**src/rtl/ag_stage_ctrl.sv**
```systemverilog
// ag_stage_ctrl: sequencing controller for the address-generation stage.
// Owns the AG->ME valid flop and latch enable and drives the stall to decode.
// It splits an IDT-entry read into a low-dword slot and a high-dword slot.
// A segment-limit fault becomes an exception bubble, and the stage then
// blocks until writeback flushes it. It also keeps a saturating count of the
// cycles in which it stalls decode.
module ag_stage_ctrl #(
  parameter int          CNT_W        = 16,
  parameter logic [3:0]  SEG_EXC_CODE = 4'd13
) (
  input  logic             CLK,
  input  logic             RST,
  input  logic             V,
  input  logic             DEP_STALL,
  input  logic             SEG_LIMIT_EXC,
  input  logic             CS_IDT_RD,
  input  logic [3:0]       DE_EXC_CODE_AG,
  input  logic             ME_STALL,
  input  logic             FLUSH,
  output logic             LD_AG_ME,
  output logic             STALL_DE,
  output logic             V_ME,
  output logic             EXC_ME,
  output logic [3:0]       EXC_CODE_ME,
  output logic             IDT_PHASE_ME,
  output logic [CNT_W-1:0] STALL_CNT
);

  typedef enum logic [1:0] {
    ST_RUN      = 2'd0,
    ST_IDT_HI   = 2'd1,
    ST_EXC_WAIT = 2'd2
  } state_t;

  localparam logic [CNT_W-1:0] CNT_MAX = {CNT_W{1'b1}};
  localparam logic [CNT_W-1:0] CNT_ONE = {{(CNT_W-1){1'b0}}, 1'b1};

  state_t     state_r;
  state_t     state_nxt_s;
  logic       ld_s;
  logic       stall_de_s;
  logic       v_me_nxt_s;
  logic       exc_me_nxt_s;
  logic [3:0] exc_code_nxt_s;
  logic       idt_phase_nxt_s;

  assign LD_AG_ME = ld_s;
  assign STALL_DE = stall_de_s;

  // State register; the unused encoding is steered back to RUN by next-state logic.
  always_ff @(posedge CLK or negedge RST) begin
    if (!RST) begin
      state_r <= ST_RUN;
    end else begin
      state_r <= state_nxt_s;
    end
  end

  // Next-state selection: flush wins, an ME stall freezes, otherwise sequence.
  always_comb begin
    state_nxt_s = state_r;
    if (FLUSH) begin
      state_nxt_s = ST_RUN;
    end else if (ME_STALL) begin
      state_nxt_s = state_r;
    end else begin
      case (state_r)
        ST_RUN: begin
          if (V && !DEP_STALL && SEG_LIMIT_EXC) begin
            state_nxt_s = ST_EXC_WAIT;
          end else if (V && !DEP_STALL && CS_IDT_RD) begin
            state_nxt_s = ST_IDT_HI;
          end else begin
            state_nxt_s = ST_RUN;
          end
        end
        ST_IDT_HI:   state_nxt_s = ST_RUN;
        ST_EXC_WAIT: state_nxt_s = ST_EXC_WAIT;
        default:     state_nxt_s = ST_RUN;
      endcase
    end
  end

  // Output decode: latch enable, decode stall and the next ME entry contents.
  always_comb begin
    ld_s            = 1'b1;
    stall_de_s      = 1'b0;
    v_me_nxt_s      = V_ME;
    exc_me_nxt_s    = EXC_ME;
    exc_code_nxt_s  = EXC_CODE_ME;
    idt_phase_nxt_s = IDT_PHASE_ME;
    if (FLUSH) begin
      v_me_nxt_s      = 1'b0;
      exc_me_nxt_s    = 1'b0;
      idt_phase_nxt_s = 1'b0;
    end else if (ME_STALL) begin
      // ME holds its entry; decode must wait if AG still has work in flight.
      ld_s       = 1'b0;
      stall_de_s = V | (state_r != ST_RUN);
    end else begin
      case (state_r)
        ST_RUN: begin
          if (!V) begin
            v_me_nxt_s      = 1'b0;
            exc_me_nxt_s    = 1'b0;
            idt_phase_nxt_s = 1'b0;
          end else if (DEP_STALL) begin
            // Dependency bubble masks any fault or IDT request on this instruction.
            stall_de_s      = 1'b1;
            v_me_nxt_s      = 1'b0;
            exc_me_nxt_s    = 1'b0;
            idt_phase_nxt_s = 1'b0;
          end else if (SEG_LIMIT_EXC) begin
            stall_de_s      = 1'b1;
            v_me_nxt_s      = 1'b1;
            exc_me_nxt_s    = 1'b1;
            exc_code_nxt_s  = SEG_EXC_CODE;
            idt_phase_nxt_s = 1'b0;
          end else if (CS_IDT_RD) begin
            // Low dword goes now; the instruction stays in AG for the high dword.
            stall_de_s      = 1'b1;
            v_me_nxt_s      = 1'b1;
            exc_me_nxt_s    = 1'b0;
            exc_code_nxt_s  = DE_EXC_CODE_AG;
            idt_phase_nxt_s = 1'b0;
          end else begin
            v_me_nxt_s      = 1'b1;
            exc_me_nxt_s    = 1'b0;
            exc_code_nxt_s  = DE_EXC_CODE_AG;
            idt_phase_nxt_s = 1'b0;
          end
        end
        ST_IDT_HI: begin
          // High dword slot; decode is released so the next instruction enters.
          v_me_nxt_s      = 1'b1;
          exc_me_nxt_s    = 1'b0;
          idt_phase_nxt_s = 1'b1;
        end
        ST_EXC_WAIT: begin
          stall_de_s   = 1'b1;
          v_me_nxt_s   = 1'b0;
          exc_me_nxt_s = 1'b0;
        end
        default: begin
          v_me_nxt_s      = 1'b0;
          exc_me_nxt_s    = 1'b0;
          idt_phase_nxt_s = 1'b0;
        end
      endcase
    end
  end

  // AG->ME pipeline flops (valid, exception flag, code, IDT phase).
  always_ff @(posedge CLK or negedge RST) begin
    if (!RST) begin
      V_ME         <= 1'b0;
      EXC_ME       <= 1'b0;
      EXC_CODE_ME  <= 4'd0;
      IDT_PHASE_ME <= 1'b0;
    end else begin
      V_ME         <= v_me_nxt_s;
      EXC_ME       <= exc_me_nxt_s;
      EXC_CODE_ME  <= exc_code_nxt_s;
      IDT_PHASE_ME <= idt_phase_nxt_s;
    end
  end

  // Saturating count of cycles in which decode is stalled.
  always_ff @(posedge CLK or negedge RST) begin
    if (!RST) begin
      STALL_CNT <= {CNT_W{1'b0}};
    end else if (stall_de_s && (STALL_CNT != CNT_MAX)) begin
      STALL_CNT <= STALL_CNT + CNT_ONE;
    end else begin
      STALL_CNT <= STALL_CNT;
    end
  end

endmodule

```
**config.mk**
```make
export PLATFORM = sky130hd
export DESIGN_NAME = ag_stage_ctrl
export DESIGN_NICKNAME = d
export VERILOG_FILES = /design/src/rtl/ag_stage_ctrl.sv
export SDC_FILE = /design/constraint.sdc
export NUM_CORES = 1
export LEC_CHECK = 0
export BUFFER_PORTS_ARGS = -buffer_cell sky130_fd_sc_hd__buf_2
export CAP_MARGIN = 20
export CORE_UTILIZATION = 54
export DETAILED_ROUTE_END_ITERATION = 7
export PLACE_DENSITY = 0.83
export SKIP_CTS_REPAIR_TIMING = 1
export SLEW_MARGIN = 20
export SYNTH_ARGS = -nofsm -noshare
export SYNTH_HDL_FRONTEND = slang
export SYNTH_SLANG_ARGS = --single-unit
```
**constraint.sdc**
```tcl
create_clock -name CLK -period 4.7 [get_ports CLK]
set_input_delay 0.94 -clock CLK [delete_from_list [all_inputs] [get_ports CLK]]
set_output_delay 0.94 -clock CLK [all_outputs]
set_load 0.02 [all_outputs]
```
# ---- Word-level counts from Yosys, hierarchy flattened
# Index checks and enable logic that the tools add are counted.
dict set report totals {
  wordCells 54
  inputBits 12
  register_bits 25
}
dict set report classes {
  n_addsub 1
  n_mux 29
  n_reduce_logical 9
  bitwise 4
  n_eq_ne 5
}
# cell count
set op_table {}
lappend op_table {{two-way mux 1 bit} 21}
lappend op_table {{adder 16 x 1 -> 16 bit, second input constant} 1}
lappend op_table {{!= test 16 bit, second input constant} 1}
lappend op_table {{two-way mux 2 bit} 3}
lappend op_table {{case mux 1 bit (2 select lines)} 3}
lappend op_table {{AND reduction 5 bit} 1}
lappend op_table {{logical AND 1 bit} 4}
lappend op_table {{two-way mux 4 bit} 1}
lappend op_table {{case mux 2 bit (2 select lines)} 1}
lappend op_table {{inverter 1 bit} 3}
lappend op_table {{== test 2 x 1 -> 1 bit, second input constant} 1}
lappend op_table {{== test 2 bit, second input constant} 1}
lappend op_table {{zero test 2 bit} 1}
lappend op_table {{!= test 2 x 1 -> 1 bit, second input constant} 1}
lappend op_table {{!= test 2 bit, second input constant} 1}
lappend op_table {{AND reduction 2 bit} 1}
lappend op_table {{nonzero test 2 bit} 1}
lappend op_table {{zero test 1 bit} 1}
lappend op_table {{bitwise OR 1 bit} 1}

# ---- Logic depth before layout (Yosys ltp)
# Gate-level depths: netlist of run 1.
dict set report depth {
  word_depth 8
  mapped_depth 6
  depth_no_buf 5
}

# ---- Least setup slack after synthesis of run 1
# OpenSTA, ideal clock, no wires.
dict set report synth_timing {
  path_type {input-to-output}
  from {in DEP_STALL}
  to {out STALL_DE}
  path_slack_ns 1.777
  n_path_buf 1
  arrival_time_ns 1.983
  stages 4
  cell_sequence {or4_1 o21ai_4 buf_6 inv_2}
}
dict set report synth_via {
  elab_chain_len 5
}
# item line_no
set synth_rtl {}
lappend synth_rtl {{from (decl)} 14} ;# input logic DEP_STALL,
lappend synth_rtl {{two-way mux 1 bit} 107} ;# end else if (DEP_STALL) begin
lappend synth_rtl {{two-way mux 1 bit} 103} ;# if (!V) begin
lappend synth_rtl {{case mux 1 bit (2 select lines)} 101} ;# case (state_r)
lappend synth_rtl {{two-way mux 1 bit} 96} ;# end else if (ME_STALL) begin
lappend synth_rtl {{two-way mux 1 bit} 92} ;# if (FLUSH) begin
lappend synth_rtl {{to (decl)} 21} ;# output logic STALL_DE,
# No other way between the ends.

# ---- Worst setup path after layout of run 1
# Ends and elaborated chain as after synthesis.

==> results of run 1 <==
how the worst max path moves through the flow:
| stage | from | end | slack (ns) | cells after the start |
|---|---|---|---|---|
| after detailed placement | DEP_STALL | STALL_DE | 1.49 | 5 |
| after global routing | DEP_STALL | STALL_DE | 1.41 | 5 |
| after floorplan | DEP_STALL | STALL_DE | 1.78 | 4 |
| after global placement | DEP_STALL | STALL_DE | 1.52 | 5 |
| final | DEP_STALL | STALL_DE | 1.48 | 5 |
| after CTS | DEP_STALL | STALL_DE | 1.48 | 5 |
final cells by class:
cell class	count	area, sq um	area share, %
Sequential cell	25	625.6	42.02
Clock inverter	1	5.005	0.3361
Inverter	5	18.77	1.261
Tap cell	28	35.03	2.353
Clock buffer	3	22.52	1.513
Timing Repair Buffer	36	180.2	12.10
Multi-Input combinational cell	87	601.8	40.42
routing by layer:
| metal | wire [um] | global-route usage, % |
|---|---|---|
| met5 | 0 | 0 |
| met2 | 1290 | 36.22 |
| met4 | 31 | 8.333 |
| met1 | 1115 | 30.63 |
| met3 | 77 | 3.636 |
logic make-up (layout without fill, tap and decap cells):
group / count (synthesis) / after routing
AOI/OAI and AO/OA: 11 / 11
DFF: 25 / 25
xor gates and xnor gates: 15 / 15
adders and majority gates: 1 / 1
muxes: 1 / 1
buffers and inverters: 7 / 45
and+or+nand+nor: 59 / 59
critical path: cells and delay by family:
kind | cells | cell delay, ns
buf+inv | 3 | 0.31
simple gates | 1 | 0.57
compound gates | 1 | 0.46
where the power goes:
group	leakage, nW	switching [mW]	internal (mW)
logic	0.433	0.104	0.0626
clock network	0.0177	0.0636	0.0319
registers	0.322	0.0473	0.254
cell usage in the layout, fill, tap and decap left out, drive strengths merged:
master  synthesis  routed
a31oi           1       1
a21oi           2       2
nor4b           3       3
nand4           4       4
mux2            1       1
xor2           14      14
clkbuf          0       3
buf             2      36
inv             5       5
or2             1       1
nor2b           3       3
nand2b          1       1
o21ai           8       8
dfrtp          25      25
nor4            5       5
or4             1       1
ha              1       1
nor2            8       8
nor3            9       9
or3             2       2
nor3b           3       3
clkinv          0       1
nand3           5       5
xnor2           1       1
and3            1       1
nand2          13      13
stage by stage:
stage          cells  cell area [sq um]  setup WS, ns  power, mW
2_1_floorplan    119               1269         1.777     0.4020
3_3_place_gp     181               1461         1.519     0.4615
3_5_place_dp     181               1461         1.486     0.4739
4_1_cts          185               1489         1.482     0.5701
5_1_grt          185               1489         1.408     0.5975
6_report         185               1489         1.476     0.5635
state kept, by name, indices dropped and copies added, names as in the netlist:
signal	flops
EXC_CODE_ME	4
EXC_ME	1
IDT_PHASE_ME	1
STALL_CNT	16
V_ME	1
state_r	2
==> results.py, run 1 <==
metrics = {
    "routing": {
        "drc": 0,
        "ant_nets": 0,
        "drtIter0Drc": 19,
        "num_vias": 1003,
        "wirelength_mm": 2.515,
        "dr.pass1.iters": 4,
        "wl_per_cell_um": 13.59,
        "via_per_inst": 5.422,
    },
    "worst_setup_path": {
        "path_class": "in2out",
        "worst_path_largest_cell_delay_ns": 0.57,
        "rr_worst_depth": 5,
        "worstPathCellList": "buf_2 -> or4_1 -> o21ai_4 -> inv_2 -> buf_2",
        "critical_path.max_fanout": 16,
        "slowest_stage": "or4_1",
        "r2r_start": "STALL_CNT[0]",
        "startpoint_type": "primary input",
        "critPathMostFrequentCell": "buf_2",
        "end_kind": "primary output",
        "reg2reg_slack_ns": 2.53,
        "arrival_ns": 2.28,
        "r2r_end": "STALL_CNT[1]",
        "required_ns": 3.76,
    },
    "clock_tree": {
        "htreeDepth": 1,
        "clock_sinks": 25,
        "clk_latency_ns": 0.32,
        "cts_tree": "yes",
        "cts_root_buf": "clkbuf_4",
        "cts.path.max_buffers": 2,
        "clk_pin_slew_ns": 0.13,
        "cts_buffers": 3,
    },
    "timing": {
        "fmax_ghz": 0.3101,
        "max_slew_margin_pct": 61.46,
        "max_slew.worst_pin.slew_ns": 0.5762,
        "fin_skew_ns": 0.01185,
        "fin_crit_sh_pct": 68.60,
        "rsz0062_at_grt": "false",
        "setup_viol": 0,
        "slew_viol_final": 0,
        "tns_ns": 0,
        "period_needed_ns": 3.224,
        "hold_viol_final": 0,
        "holdWs_ns": 0.5001,
    },
    "layout": {
        "syn2layout_area_growth_pct": 17.36,
        "drive_gt1_share_pct": 33.76,
        "final_nets": 171,
        "n_fill_cell": 183,
        "antenna_cells": 0,
        "post-route-util_pct": 67.31,
    },
    "synthesis": {
        "synthArstFlopShare_pct": 100.0,
        "yosys.area_share.simple_pct": 29.88,
        "syn_nets": 132,
        "avgSynthCellArea_sq_um": 10.66,
        "synthFlopType": "dfrtp_1",
        "synth_edf_count": 0,
        "synth.ff_latch_count": 25,
        "yosys-top-cells-area": "dfrtp_1, xor2_1, nand2_1",
        "synth.most_common_cell": "dfrtp_1",
        "synth_xor_area_share_pct": 10.36,
        "synth_top_cell_by_area": "dfrtp_1",
        "synthMuxAreaShare_pct": 0.8876,
        "synth_fa_ha_area_share_pct": 0.9862,
        "synth.top_cells.by_count": "dfrtp_1, xor2_1, nand2_1",
        "synth_compound_area_share_pct": 5.325,
        "synth_area_sq_mm": 0.001269,
        "synth.top_cell.area_share_pct": 49.31,
        "synth_cell_types": 33,
        "yosysSeqAreaShare_pct": 49.31,
        "synth_top_family_by_area": "simple AND/OR/NAND/NOR gates",
        "postSynthCellCount": 119,
        "synth_warnings": 0,
    },
    "floorplanning": {
        "die_w_um": 50.47,
        "rows": 17,
        "die_area_sq_mm": 0.002547,
        "io_pins": 37,
        "start_util_pct": 57.35,
        "core_region_area_sq_mm": 0.002212,
        "die-height_um": 50.47,
    },
    "global_route": {
        "grt_max_degree": 26,
        "grt_pass1_wl_mm": 4.284,
        "grt_pass1_vias": 915,
        "grt_antenna_before_repair": 0,
        "grt_use_total_pct": 22.54,
        "grt_overflow": 0,
    },
    "worst_hold_path": {
        "hp-start": "EXC_CODE_ME[1]",
        "hold_end": "EXC_CODE_ME[1]",
        "worstHoldPathCells": 2,
        "hold_path_class": "reg2reg",
    },
    "outcome": {
        "status": "completed",
    },
    "pwr": {
        "power_leakage_nw": 0.7726,
        "ir_worst_vdd_v": 0.0003219,
        "pwr_density_cell_mw_per_mm2": 378.4,
    },
    "placed_design": {
        "hpwl_mm": 1.858,
        "port-buffer-count": 36,
        "gp_congestion": 0.7836,
    },
    "run": {
        "maxCapViolations": 0,
    },
}
(Power assumes the default switching activity.)
==> inputs of run 2 (changes only) <==
--- a/config.mk
+++ b/config.mk
@@ -7,9 +7,9 @@
 export LEC_CHECK = 0
 export BUFFER_PORTS_ARGS = -buffer_cell sky130_fd_sc_hd__buf_2
 export CAP_MARGIN = 20
-export CORE_UTILIZATION = 54
+export CORE_UTILIZATION = 50
 export DETAILED_ROUTE_END_ITERATION = 7
-export PLACE_DENSITY = 0.83
+export PLACE_DENSITY = 0.77
 export SKIP_CTS_REPAIR_TIMING = 1
 export SLEW_MARGIN = 20
 export SYNTH_ARGS = -nofsm -noshare
==> constraint.sdc (replaced) <==
create_clock -name CLK -period 3.01 [get_ports CLK]
set_input_delay 0.602 -clock CLK [delete_from_list [all_inputs] [get_ports CLK]]
set_output_delay 0.602 -clock CLK [all_outputs]
set_load 0.02 [all_outputs]
==> results.py, run 2 (same netlist as run 1, synthesis figures left out) <==
metrics = {
    "outcome": {
        "status": "completed",
    },
    "layout": {
        "antenna_cells": 0,
        "fin_area_sq_mm": 0.001504,
        "reg_top3": "STALL_CNT (16), EXC_CODE_ME (4), state_r (2)",
        "post-route-util_pct": 65.47,
        "final_cell_mix": "buf_2, dfrtp_1, xor2_1",
        "final_nets": 173,
        "syn2layout_area_growth_pct": 18.54,
        "drive_gt1_share_pct": 34.59,
        "final_common_cell": "buf_2",
        "largest-register": "STALL_CNT",
        "largest_reg_flops": 16,
    },
    "routing": {
        "ant_nets": 0,
        "wl_per_cell_um": 13.11,
        "drc": 0,
        "num_vias": 987,
        "wirelength_mm": 2.451,
        "drtIter0Drc": 21,
        "via_per_inst": 5.278,
        "dr.pass1.iters": 4,
    },
    "worst_setup_path": {
        "worstPathCellList": "or4_1 -> o21ai_4 -> inv_2 -> buf_2",
        "path_class": "reg2out",
        "required_ns": 2.41,
        "r2r_end": "STALL_CNT[1]",
        "worst_path_largest_cell_delay_ns": 0.54,
        "r2r_start": "state_r[1]",
        "slowest_stage": "or4_1",
        "worst-path-buf-inv": 2,
        "arrival_ns": 1.70,
        "reg2reg_slack_ns": 1.04,
        "critical_path.max_fanout": 7,
        "end_kind": "primary output",
        "startpoint_type": "flip-flop",
        "crit_family": "simple AND/OR/NAND/NOR gates",
        "rr_worst_depth": 5,
    },
    "floorplanning": {
        "die_area_sq_mm": 0.002743,
        "die_w_um": 52.37,
        "io_pins": 37,
        "rows": 17,
        "start_util_pct": 55.23,
        "die-height_um": 52.37,
        "core_region_area_sq_mm": 0.002297,
    },
    "global_route": {
        "grt_max_degree": 26,
        "grt_use_total_pct": 21.12,
        "grt_antenna_before_repair": 0,
        "grt_pass1_wl_mm": 4.140,
        "grt_overflow": 0,
        "grt_pass1_vias": 917,
    },
    "timing": {
        "max_slew_margin_pct": 63.99,
        "tns_ns": 0,
        "slew_viol_final": 0,
        "rsz0062_at_grt": "false",
        "max_slew.worst_pin.slew_ns": 0.5401,
        "fmax_ghz": 0.4349,
        "hold_viol_final": 0,
        "period_needed_ns": 2.299,
        "setup_viol": 0,
        "fin_crit_sh_pct": 76.38,
        "finalWorstSetupSlack_ns": 0.7108,
        "fin_skew_ns": 0.007305,
    },
    "run": {
        "maxCapViolations": 0,
    },
    "clock_tree": {
        "cts_buffers": 3,
        "cts_tree": "yes",
        "cts_root_buf": "clkbuf_4",
        "clk_latency_ns": 0.32,
        "htreeDepth": 1,
        "clk_pin_slew_ns": 0.14,
        "cts.path.max_buffers": 2,
        "clock_sinks": 25,
    },
    "worst_hold_path": {
        "hold_path_class": "in2async",
    },
    "placed_design": {
        "hpwl_mm": 1.876,
        "place_area_sq_mm": 0.001476,
        "gp_congestion": 0.7925,
        "place_ws_ns": 0.7459,
        "port-buffer-count": 36,
    },
    "pwr": {
        "power.switching_mw": 0.3361,
        "sw_frac_of_total_pct": 38.18,
        "pwr-share-clk_pct": 17.4,
        "pwr_density_cell_mw_per_mm2": 585.3,
        "seqPwrFrac_pct": 52.8,
        "ir_worst_vdd_v": 0.0005092,
        "p_comb_share_pct": 29.8,
        "internal_power_mw": 0.5442,
        "power_leakage_nw": 0.7825,
        "total_power_mw": 0.8803,
    },
}
-- run 2: changes by cell type in the layout (fill, tap and decap cells not counted), sizes merged --
cell  previous run  this run
buf             36        38
-- run 2: routing by layer --
metal / track usage, % / vias to the layer above / wire, um
met4: 10.53 / 0 / 31
met5: 0 / - / 0
met3: 4.058 / 4 / 101
met1: 26.67 / 462 / 1157
li1: - / 492 / -
met2: 34.18 / 29 / 1160
-- run 2: worst max-delay path by stage --
stage | from | endpoint | slack [ns] | cells after the start
global route | state_r[1] | STALL_DE | 0.61 | 4
floorplan | DEP_STALL | STALL_DE | 0.76 | 4
CTS | state_r[1] | STALL_DE | 0.70 | 4
detailed placement | DEP_STALL | STALL_CNT[1] | 0.75 | 6
global placement | DEP_STALL | STALL_DE | 0.77 | 5
finish | state_r[1] | STALL_DE | 0.71 | 4
-- run 2: layout make-up --
class	count	area [sq um]
fillers	195	793.3
well taps	28	35.03
repair buffers	38	195.2
clock inverters	1	5.005
flip-flops and latches	25	625.6
clock buffers	3	22.52
inverters	5	18.77
multi-input cells	87	601.8
-- run 2: metrics by stage --
step,hold WS (ns),instances
3_5_place_dp,0.4673,183
4_1_cts,0.2600,187
6_report,0.2351,187
2_1_floorplan,0.3064,119
5_1_grt,0.2696,187
3_3_place_gp,0.4626,183
-- run 2: power by group through the flow --
stage	registers [mW]	clock network [mW]	logic, mW
after global routing	0.477	0.177	0.287
after floorplan	0.537	0	0.0906
after global placement	0.467	0	0.257
after CTS	0.465	0.157	0.266
final	0.465	0.153	0.262
after detailed placement	0.472	0	0.265
-- run 2: worst reg2reg max path, delay by kind of cell (launching register included) --
family | cells | cell delay [ns]
multiplexers | 1 | 0.32
AO/OA/AOI/OAI | 1 | 0.18
AND/OR/NAND/NOR | 2 | 0.66
flip-flops | 1 | 0.47
buffers and inverters | 1 | 0.25
==> inputs of run 3 (changes only) <==
--- a/config.mk
+++ b/config.mk
@@ -5,11 +5,12 @@
 export SDC_FILE = /design/constraint.sdc
 export NUM_CORES = 1
 export LEC_CHECK = 0
+export ABC_AREA = 1
 export BUFFER_PORTS_ARGS = -buffer_cell sky130_fd_sc_hd__buf_2
 export CAP_MARGIN = 20
-export CORE_UTILIZATION = 50
+export CORE_UTILIZATION = 52
 export DETAILED_ROUTE_END_ITERATION = 7
-export PLACE_DENSITY = 0.77
+export PLACE_DENSITY = 0.78
 export SKIP_CTS_REPAIR_TIMING = 1
 export SLEW_MARGIN = 20
 export SYNTH_ARGS = -nofsm -noshare
==> constraint.sdc (replaced) <==
create_clock -name CLK -period 2.4 [get_ports CLK]
set_input_delay 0.48 -clock CLK [delete_from_list [all_inputs] [get_ports CLK]]
set_output_delay 0.48 -clock CLK [all_outputs]
set_load 0.02 [all_outputs]
==> results.py, run 3 <==
metrics = {
    "global_route": {
        "grt_antenna_before_repair": 0,
        "grt_use_total_pct": 23.51,
        "grt_overflow": 0,
        "grt_pass1_vias": 1218,
        "grt_pass1_wl_mm": 5.064,
        "grt_max_degree": 26,
    },
    "floorplanning": {
        "core_region_area_sq_mm": 0.002567,
        "die_area_sq_mm": 0.003011,
        "die-height_um": 54.88,
        "die_w_um": 54.88,
        "start_util_pct": 56.63,
        "io_pins": 37,
        "rows": 18,
    },
    "clock_tree": {
        "clock_sinks": 25,
        "cts_buffers": 3,
        "cts_tree": "yes",
        "clk_latency_ns": 0.31,
        "clk_pin_slew_ns": 0.13,
        "htreeDepth": 1,
        "cts_root_buf": "clkbuf_4",
        "cts.path.max_buffers": 2,
    },
    "pwr": {
        "ir_worst_vdd_v": 0.0005784,
        "pwr_density_cell_mw_per_mm2": 590.5,
        "power_leakage_nw": 0.9128,
        "total_power_mw": 0.9944,
    },
    "worst_setup_path": {
        "end_kind": "flip-flop",
        "arrival_ns": 2.10,
        "crit_family": "simple AND/OR/NAND/NOR gates",
        "slowest_stage": "dfrtp_1",
        "worst_path_largest_cell_delay_ns": 0.48,
        "startpoint_type": "flip-flop",
        "worstPathCellList": "ha_1 -> nand3_2 -> nor2_4 -> nand2_2 -> nor2_2 -> nand2_2 -> nand2_4 -> nand2_1 -> nand2_1",
        "required_ns": 2.66,
        "critical_path.max_fanout": 15,
        "worst-path-buf-inv": 0,
        "path_class": "reg2reg",
    },
    "routing": {
        "dr.pass1.iters": 5,
        "drtIter0Drc": 16,
        "ant_nets": 0,
        "wirelength_mm": 3.108,
        "via_per_inst": 5.182,
        "drc": 0,
        "wl_per_cell_um": 11.34,
        "num_vias": 1420,
    },
    "outcome": {
        "status": "completed",
    },
    "placed_design": {
        "place_ws_ns": 0.5775,
        "port-buffer-count": 36,
        "hpwl_mm": 2.363,
        "gp_congestion": 0.8949,
        "dp_cells": 270,
        "place_area_sq_mm": 0.001658,
    },
    "synthesis": {
        "synth_edf_count": 0,
        "synth_area_sq_mm": 0.001454,
        "synth_cell_types": 22,
        "synthFlopType": "dfrtp_1",
        "synth.top_cells.by_count": "nand2_1, dfrtp_1, nand3_1",
        "avgSynthCellArea_sq_um": 7.058,
        "syn_nets": 219,
        "postSynthCellCount": 206,
        "synthArstFlopShare_pct": 100.0,
        "synth_top_cell_by_area": "dfrtp_1",
        "synth_warnings": 0,
        "yosys-top-cells-area": "dfrtp_1, nand2_1, nand3_1",
        "synth.ff_latch_count": 25,
        "synth.top_cell.area_share_pct": 43.03,
        "synth.most_common_cell": "nand2_1",
        "yosysSeqAreaShare_pct": 43.03,
    },
    "timing": {
        "period_needed_ns": 1.842,
        "fmax_ghz": 0.5430,
        "tns_ns": 0,
        "setup_viol": 0,
        "max_slew_margin_pct": 63.99,
        "fin_skew_ns": 0.003989,
        "finalWorstSetupSlack_ns": 0.5583,
        "hold_viol_final": 0,
        "holdWs_ns": 0.1221,
        "max_slew.worst_pin.slew_ns": 0.5401,
        "rsz0062_at_grt": "false",
        "fin_crit_sh_pct": 76.74,
        "slew_viol_final": 0,
    },
    "run": {
        "maxCapViolations": 0,
    },
    "layout": {
        "finalNonFillerCells": 274,
        "drive_gt1_share_pct": 19.67,
        "syn2layout_area_growth_pct": 15.84,
        "largest-register": "STALL_CNT",
        "fin_area_sq_mm": 0.001684,
        "post-route-util_pct": 65.59,
        "final_cell_mix": "nand2_1, buf_2, dfrtp_1",
        "reg_top3": "STALL_CNT (16), EXC_CODE_ME (4), state_r (2)",
        "final_nets": 258,
        "final_common_cell": "nand2_1",
        "largest_reg_flops": 16,
        "antenna_cells": 0,
        "multi_input_area_sq_um": 750.7,
        "regArea_sq_um": 625.6,
        "n_fill_cell": 234,
    },
    "worst_hold_path": {
        "hold_path_class": "in2async",
    },
}
[run 3: cell types whose count changed after synthesis, sizes merged, moves of 5 or more]
cell	previous run	this run
inv	5	15
nand2	13	92
nand3	5	22
nor2	8	22
nor3	9	1
nor4	5	0
xor2	14	3
[run 3: power breakdown]
| group | internal (mW) | switching [mW] |
|---|---|---|
| Combinational | 0.0992 | 0.172 |
| Clock | 0.0650 | 0.118 |
| Sequential | 0.471 | 0.0692 |
| Total | 0.635 | 0.359 |
[run 3: worst paths after layout]
check,slack [ns],cells past startpoint,from,endpoint
worst min register to register,0.50,2,EXC_CODE_ME[3],EXC_CODE_ME[3]
worst max-delay path,0.56,9,STALL_CNT[0],STALL_CNT[8]
max in group asynchronous,1.91,1,RST,STALL_CNT[8]
worst min-delay path,0.12,1,RST,IDT_PHASE_ME
worst max register to register,0.56,9,STALL_CNT[0],STALL_CNT[8]
min in group CLK,0.37,2,FLUSH,IDT_PHASE_ME
[run 3: metal layers]
| metal | vias to the layer above | part of all wire, % | track usage [%] |
|---|---|---|---|
| met5 | - | 0 | 0 |
| met4 | 0 | 0.26 | 5.128 |
| met3 | 2 | 5.5 | 5.278 |
| met2 | 42 | 43 | 37.55 |
| met1 | 646 | 51 | 32.08 |
| li1 | 730 | - | - |
[run 3: cell type report]
cell class | instances | area share, %
multi-input cells | 163 | 44.58
clock buffers | 4 | 1.560
well taps | 30 | 2.229
flip-flops and latches | 25 | 37.15
repair buffers | 37 | 11.14
inverters | 15 | 3.343
[run 3: logic make-up (layout without fill, tap and decap cells)]
kind of cell,count (synthesis),count (layout),synth area share [%]
xor gates and xnor gates,6,6,3.615
and+or+nand+nor,145,145,43.29
adders and majority gates,1,1,0.8604
DFF,25,25,43.03
AOI/OAI and AO/OA,11,11,3.872
buffers and inverters,18,56,5.335
[run 3: worst register-to-register path, delay by kind of cell, from the launching register on]
family / cells / cell delay, ns
adder cells (fa/ha/maj): 1 / 0.28
AND/OR/NAND/NOR: 8 / 1.02
flip-flops: 1 / 0.48
